### config.mk
export PLATFORM = sky130hd
export DESIGN_NAME = fetch_align_ctrl
export DESIGN_NICKNAME = d
export VERILOG_FILES = /design/src/rtl/fetch_align_ctrl.sv
export SDC_FILE = /design/constraint.sdc
export NUM_CORES = 1
export LEC_CHECK = 0
export CORE_ASPECT_RATIO = 1.75
export CORE_MARGIN = 2
export CORE_UTILIZATION = 45
export DETAILED_ROUTE_END_ITERATION = 12
export PLACE_DENSITY = 0.85
export SLEW_MARGIN = 20
export SYNTH_ARGS = -nofsm -noshare
export SYNTH_HDL_FRONTEND = slang
export SYNTH_SLANG_ARGS = --single-unit
### constraint.sdc
create_clock -name clk -period 4.2 [get_ports clk]
set_clock_uncertainty 0.15 [all_clocks]
set_input_delay 1.05 -clock clk [delete_from_list [all_inputs] [get_ports clk]]
set_output_delay 1.05 -clock clk [all_outputs]
set_load 0.05 [all_outputs]
### src/rtl/fetch_align_ctrl.sv
`default_nettype none
// ============================================================================
// fetch_align_ctrl : word-aligned IMEM fetcher with a halfword aligner for decode.
// Compressed (16-bit) support is enabled by defining C_EXT_EN.        Rev 1.0
// ============================================================================
module fetch_align_ctrl #(
  parameter logic [31:0] RESET_PC = 32'h0000_0000
) (
  input  logic        clk,
  input  logic        rst,
  output logic        imem_req_o,
  output logic [31:0] imem_addr_o,
  input  logic        imem_valid_i,
  input  logic [31:0] imem_rdata_i,
  input  logic        redirect_i,
  input  logic [31:0] redirect_pc_i,
  output logic        out_valid_o,
  input  logic        out_ready_i,
  output logic [31:0] out_inst_o,
  output logic [31:0] out_pc_o,
  output logic        out_comp_o,
  output logic        out_illegal_o
);

  logic [31:0] wbuf_q;
  logic [31:0] wpc_q;
  logic [31:0] fpc_q;
  logic        wvalid_q;
  logic        pend_q;
  logic        drop_q;
`ifdef C_EXT_EN
  logic        off_q;
  logic        hvalid_q;
  logic [15:0] hold_q;
  logic [31:2] hpc_q;
`endif

  logic        emit;
  logic        word_last;
  logic        take_hold;
  logic        accept;
  logic        consumed;
  logic        req;
  logic        comp;
  logic [31:0] inst;
  logic [31:0] pc;
  logic        unused_bits;

  always_comb begin
    emit      = 1'b0;
    word_last = 1'b0;
    take_hold = 1'b0;
    comp      = 1'b0;
    inst      = '0;
`ifdef C_EXT_EN
    pc        = {wpc_q[31:2], off_q, 1'b0};
    if (wvalid_q) begin
      if (hvalid_q) begin
        emit = 1'b1;
        inst = {wbuf_q[15:0], hold_q};
        pc   = {hpc_q, 2'b10};
      end else if (!off_q) begin
        emit = 1'b1;
        if (wbuf_q[1:0] != 2'b11) begin
          inst = {16'h0000, wbuf_q[15:0]};
          comp = 1'b1;
        end else begin
          inst      = wbuf_q;
          word_last = 1'b1;
        end
      end else if (wbuf_q[17:16] != 2'b11) begin
        emit      = 1'b1;
        inst      = {16'h0000, wbuf_q[31:16]};
        comp      = 1'b1;
        word_last = 1'b1;
      end else begin
        // upper half starts a straddling instruction: park it, free the word
        take_hold = 1'b1;
      end
    end
`else
    pc = wpc_q;
    if (wvalid_q) begin
      emit      = 1'b1;
      word_last = 1'b1;
      inst      = wbuf_q;
    end
`endif
  end

  assign out_valid_o   = emit && !redirect_i;
  assign accept        = out_valid_o && out_ready_i;
  assign consumed      = (accept && word_last) || (take_hold && !redirect_i);
  assign req           = !rst && !pend_q && (!wvalid_q || consumed) && !redirect_i;
  assign imem_req_o    = req;
  assign imem_addr_o   = {fpc_q[31:2], 2'b00};
  assign out_inst_o    = out_valid_o ? inst : 32'h0;
  assign out_pc_o      = pc;
  assign out_comp_o    = out_valid_o && comp;
  assign out_illegal_o = out_comp_o && (inst[15:0] == 16'h0000);
  assign unused_bits   = ^{redirect_pc_i[1:0], wpc_q[1:0]};

  always_ff @(posedge clk or posedge rst) begin
    if (rst) begin
      wbuf_q   <= '0;
      wpc_q    <= RESET_PC;
      fpc_q    <= RESET_PC;
      wvalid_q <= 1'b0;
      pend_q   <= 1'b0;
      drop_q   <= 1'b0;
`ifdef C_EXT_EN
      off_q    <= RESET_PC[1];
      hvalid_q <= 1'b0;
      hold_q   <= '0;
      hpc_q    <= '0;
`endif
    end else if (redirect_i) begin
      wvalid_q <= 1'b0;
      fpc_q    <= {redirect_pc_i[31:2], 2'b00};
      // a response landing in this very cycle is the stale one; swallow it now
      pend_q   <= pend_q && !imem_valid_i;
      drop_q   <= pend_q && !imem_valid_i;
`ifdef C_EXT_EN
      hvalid_q <= 1'b0;
      off_q    <= redirect_pc_i[1];
`endif
    end else begin
      if (req) begin
        pend_q <= 1'b1;
        fpc_q  <= fpc_q + 32'd4;
        wpc_q  <= {fpc_q[31:2], 2'b00};
      end
      if (consumed) begin
        wvalid_q <= 1'b0;
      end
      if (pend_q && imem_valid_i) begin
        pend_q <= 1'b0;
        drop_q <= 1'b0;
        if (!drop_q) begin
          wbuf_q   <= imem_rdata_i;
          wvalid_q <= 1'b1;
        end
      end
`ifdef C_EXT_EN
      if (accept) begin
        if (hvalid_q) begin
          hvalid_q <= 1'b0;
          off_q    <= 1'b1;
        end else begin
          off_q <= !word_last;
        end
      end
      if (take_hold) begin
        hold_q   <= wbuf_q[31:16];
        hpc_q    <= wpc_q[31:2];
        hvalid_q <= 1'b1;
        off_q    <= 1'b0;
      end
`endif
    end
  end

endmodule
`default_nettype wire

## Word level (Yosys, flattened, before mapping)

Index checks and enable logic that the tools add are counted.

| cells by class | value |
|---|---|
| reductions and logical operators | 19 |
| $add $sub $neg | 1 |
| mux-type cells | 14 |
| bitwise gates (word level) | 2 |

Operators by type and width:

| operator | number |
|---|---|
| 2-to-1 mux 32 bit | 4 |
| adder 32 x 3 -> 32 bit (second input constant) | 1 |
| 2-to-1 mux 1 bit | 10 |
| logical AND 1 bit | 8 |
| zero test 1 bit | 5 |
| nonzero test 2 bit | 2 |
| AND reduction 3 bit | 1 |
| nonzero test 3 bit | 1 |
| NOT 1 bit | 2 |
| AND reduction 2 bit | 1 |
| logical OR 1 bit | 1 |

| word-level totals | value |
|---|---|
| word-level logic and storage cells | 42 |
| output and inout port bits | 100 |
| register bits after elaboration | 97 |
| input bits | 69 |

## Longest topological paths before layout

| depth | value |
|---|---|
| word-level depth | 10 |
| mapped depth | 7 |
| gate-level depth less buffers | 6 |

## Worst setup path before layout

No wires, ideal clock.

| path | value |
|---|---|
| path type | in2out |
| start point | input port redirect_i |
| end point | output port out_inst_o[22] |
| data required time | 3.000 ns |
| path slack | 0.391 ns |
| arrival | 2.609 ns |
| path buffers | 2 |
| stages on the path | 4 |
| path through | clkbuf_1 -> nor2b_1 -> clkbuf_1 -> and2_1 |

| on the way | value |
|---|---|
| word-level cells in the longest chain between the ends | 3 |

RTL lines:

| element | RTL line | text |
|---|---|---|
| start: declaration | 15 | `input logic redirect_i,` |
| zero test 1 bit | 91 | `assign out_valid_o = emit && !redirect_i;` |
| logical AND 1 bit | 91 |  |
| named net out_valid_o | 17 | `output logic out_valid_o,` |
| 2-to-1 mux 32 bit | 97 | `assign out_inst_o = out_valid_o ? inst : 32'h0;` |
| end: declaration | 19 | `output logic [31:0] out_inst_o,` |

The timed path passes the listed nets, and every way through them passes these cells.

## Worst setup path after layout

| path | value |
|---|---|
| start point | input port rst |
| end point | output port imem_req_o |

| on the way | value |
|---|---|
| word-level cells in the longest chain between the ends | 4 |

RTL lines:

| element | RTL line | text |
|---|---|---|
| start: declaration | 10 | `input logic rst,` |
| zero test 1 bit (no source line) | -- |  |
| logical AND 1 bit (3 in a row) | 94 | `assign req = !rst && !pend_q && (!wvalid_q \|\| consumed) && !redirect_i;` |
| end: declaration | 11 | `output logic imem_req_o,` |

Every way passes these cells.

==> impl_metrics.py <==
metrics = {
    "run_status": {
        "outcome": "complete, no violations",
    },
    "drt": {
        "vias_per_cell": 5.29,
        "postRouteAntennaNets": 0,
        "wirelength_microns": 12800,
        "drc": 0,
        "vias": 3912,
        "drtIter0Drc": 273,
        "firstDrtPassIters": 5,
        "wl_per_cell_microns": 17.3,
    },
    "synth": {
        "synth.yosys.seq_area_share_pct": 52.2,
        "synthCells": 456,
        "postSynthAreaPerCell_sq_um": 9.98,
        "yosys.cell_count.top_type": "nand2_1",
        "synthTopCellsByCount": "116 x nand2_1, 95 x dfrtp_1, 35 x and2_1, 33 x mux2_2, 26 x o21ai_0",
        "synth_edf_count": 0,
        "ys_seq_elements": 95,
        "syn_area_sq_mm": 0.00455,
        "synth_top_area_share_pct": 52.2,
        "synth.area.top_cells": "dfrtp_1 52%, nand2_1 9.6%, mux2_2 8.2%",
        "async_flop_share_pct": 100,
        "synth_warnings": 0,
        "ys.flop_type": "dfrtp_1",
        "yosysTopAreaCell": "dfrtp_1",
        "ys_types": 51,
    },
    "floorplanning": {
        "die_area_sq_mm": 0.0110,
        "die_w_microns": 80.0,
        "core_sq_mm": 0.00985,
        "fp.dieH_microns": 137,
        "rows": 48,
        "ioPinCount": 169,
        "start_util_pct": 46.2,
    },
    "cts": {
        "post_cts_buffers": 0,
        "htreeDepth": 3,
        "cts_tree": "yes",
        "clk_latency_ns": 0.34,
        "clk_transition_reported_paths_ns": 0.07,
        "cts_buffers": 9,
        "hold_buffers": 0,
        "cts_repair_resize_count": 0,
        "clockBufferDepth": 2,
        "cts_sinks": 95,
        "clock_tree.root_cell": "clkbuf_16",
    },
    "layout": {
        "multi_input_area_sq_mm": 0.00203,
        "antenna_cells": 0,
        "drive_above_1_share_pct": 16.9,
        "regArea_sq_mm": 0.00238,
        "n_fill_cell": 726,
        "instances_no_fill": 739,
        "syn2layout_area_growth_pct": 52.5,
        "fin_util_pct": 70.5,
        "nNetsFinal": 679,
    },
    "timing": {
        "setup_viol": 0,
        "rsz0062_at_grt": "false",
        "finalCritPeriodShare_pct": 91.0,
        "finalWorstPathRequiredPeriod_ns": 3.82,
        "fin_tns_setup_ns": 0,
        "max_slew.worst_pin.slew_ns": 0.871,
        "hold_ws_ns": 0.324,
        "fmax_ghz": 0.262,
        "hold_violations": 0,
        "slew_headroom_pct": 40.4,
        "drv_slew": 0,
    },
    "pwr": {
        "irDropWorstVdd_uv": 285,
        "cellLeakagePower_nw": 2.98,
        "p_total_mw": 3.25,
        "pwr_density_cell_mw_per_mm2": 467,
    },
    "worst_setup_path": {
        "slowest_stage": "clkdlybuf4s50_1",
        "rrSetupSlack_ns": 1.80,
        "path_cells": "clkdlybuf4s50_1 > or2_1 > or3_1 > inv_1 > buf_12",
        "r2r_cells": 6,
        "cp-end-kind": "primary output",
        "cp.arrival_ns": 2.62,
        "path_class": "input port to primary output",
        "crit_path_start": "rst",
        "critPathCapture": "imem_req_o",
        "cp.required_ns": 3.00,
        "worstPathMaxFanout": 6,
        "reg2reg_from": "fpc_q[2]$_DFFE_PP0P_",
        "r2r-end": "fpc_q[26]$_DFFE_PP0P_",
        "start_kind": "input port",
        "slowest_delay_ns": 0.48,
    },
    "place": {
        "dp.final_hpwl_microns": 9230,
        "gp_congestion": 0.850,
        "dp.cells": 723,
        "port_buffers": 160,
    },
    "global_route": {
        "grt_overflow": 0,
        "grt_pass1_wl_microns": 20600,
        "grt_pass1_vias": 3961,
        "antenna_found_initial": 0,
        "grt_util_all_layers_pct": 24.2,
        "grt_max_degree": 50,
    },
    "min_path": {
        "hold_depth": 2,
        "hp-class": "register to register",
    },
    "run": {
        "drv_cap": 0,
    },
}
==> worst max-delay path: cells and delay by family <==
kind          cells  cell delay [ns]
simple gates      2             0.80
buf+inv           3             0.77
==> stage by stage <==
step,setup WS [ns],instance area (sq um)
2_1_floorplan,0.391,4570
6_report,0.379,6940
3_3_place_gp,0.399,6590
4_1_cts,0.372,6940
3_5_place_dp,0.388,6590
5_1_grt,0.302,6940
==> worst min path at each step <==
stage / endpoint / start
floorplan: wbuf_q[0]$_DFFE_PP0P_ / wbuf_q[0]$_DFFE_PP0P_
global placement: out_pc_o[31]$_DFFE_PP0P_ / out_pc_o[31]$_DFFE_PP0P_
detailed placement: out_pc_o[9]$_DFFE_PP0P_ / out_pc_o[9]$_DFFE_PP0P_
CTS: out_pc_o[29]$_DFFE_PP0P_ / out_pc_o[29]$_DFFE_PP0P_
global route: out_pc_o[27]$_DFFE_PP0P_ / out_pc_o[27]$_DFFE_PP0P_
finish: out_pc_o[27]$_DFFE_PP0P_ / out_pc_o[27]$_DFFE_PP0P_
==> state kept, by name, indices dropped and copies added (netlist names) <==
signal / count
drop_q: 1
pend_q: 1
fpc_q: 30
out_pc_o: 30
wvalid_q: 1
wbuf_q: 32
==> power by group <==
group / leakage, nW / total [mW] / internal (mW) / switching, mW
Sequential: 1.17 / 1.28 / 1.13 / 0.146
Combinational: 1.64 / 1.02 / 0.406 / 0.612
Clock: 0.173 / 0.950 / 0.602 / 0.348
==> per-layer routing <==
metal	share of wire (%)	wire length (microns)	track usage, %	vias up
met5	0	0	0	-
met4	1.0	129	6.78	0
met3	6.6	846	4.82	6
met2	56	7190	44.0	161
met1	36	4630	28.5	1917
li1	-	-	-	1828
==> cells by family after synthesis <==
kind of cell	Yosys count	synth area share, %
AO/OA/AOI/OAI	49	7.01
XOR/XNOR	25	4.81
adder cells (fa/ha/maj)	1	0.275
buffers and inverters	36	3.57
flip-flops	95	52.2
multiplexers	35	8.60
other	1	0.0824
AND/OR/NAND/NOR	214	23.4
==> cells in the final DEF (no fill, tap or decap), types with 4 or more instances in the layout <==
master             n
buf_12            35
and2_1            35
a21oi_1            4
clkdlybuf4s50_1  125
a21o_1             4
o21ai_0           26
buf_4              5
xor2_1            17
conb_1             6
mux2_2            33
nand4_1           13
nand2_1          116
nand3_1           10
clkbuf_16          9
inv_1              6
nor2_1             6
nor3_1             9
xnor2_1            8
dfrtp_1           95
==> cell type report <==
| class | instances | share of cell area, % |
|---|---|---|
| inverter | 7 | 0.414 |
| clock inverter | 6 | 1.68 |
| clock buffer | 10 | 3.44 |
| sequential | 95 | 34.2 |
| timing repair buffer | 166 | 28.7 |
| multi-input combinational | 330 | 29.3 |
| tap | 125 | 2.25 |
(Power assumes the default switching activity.)
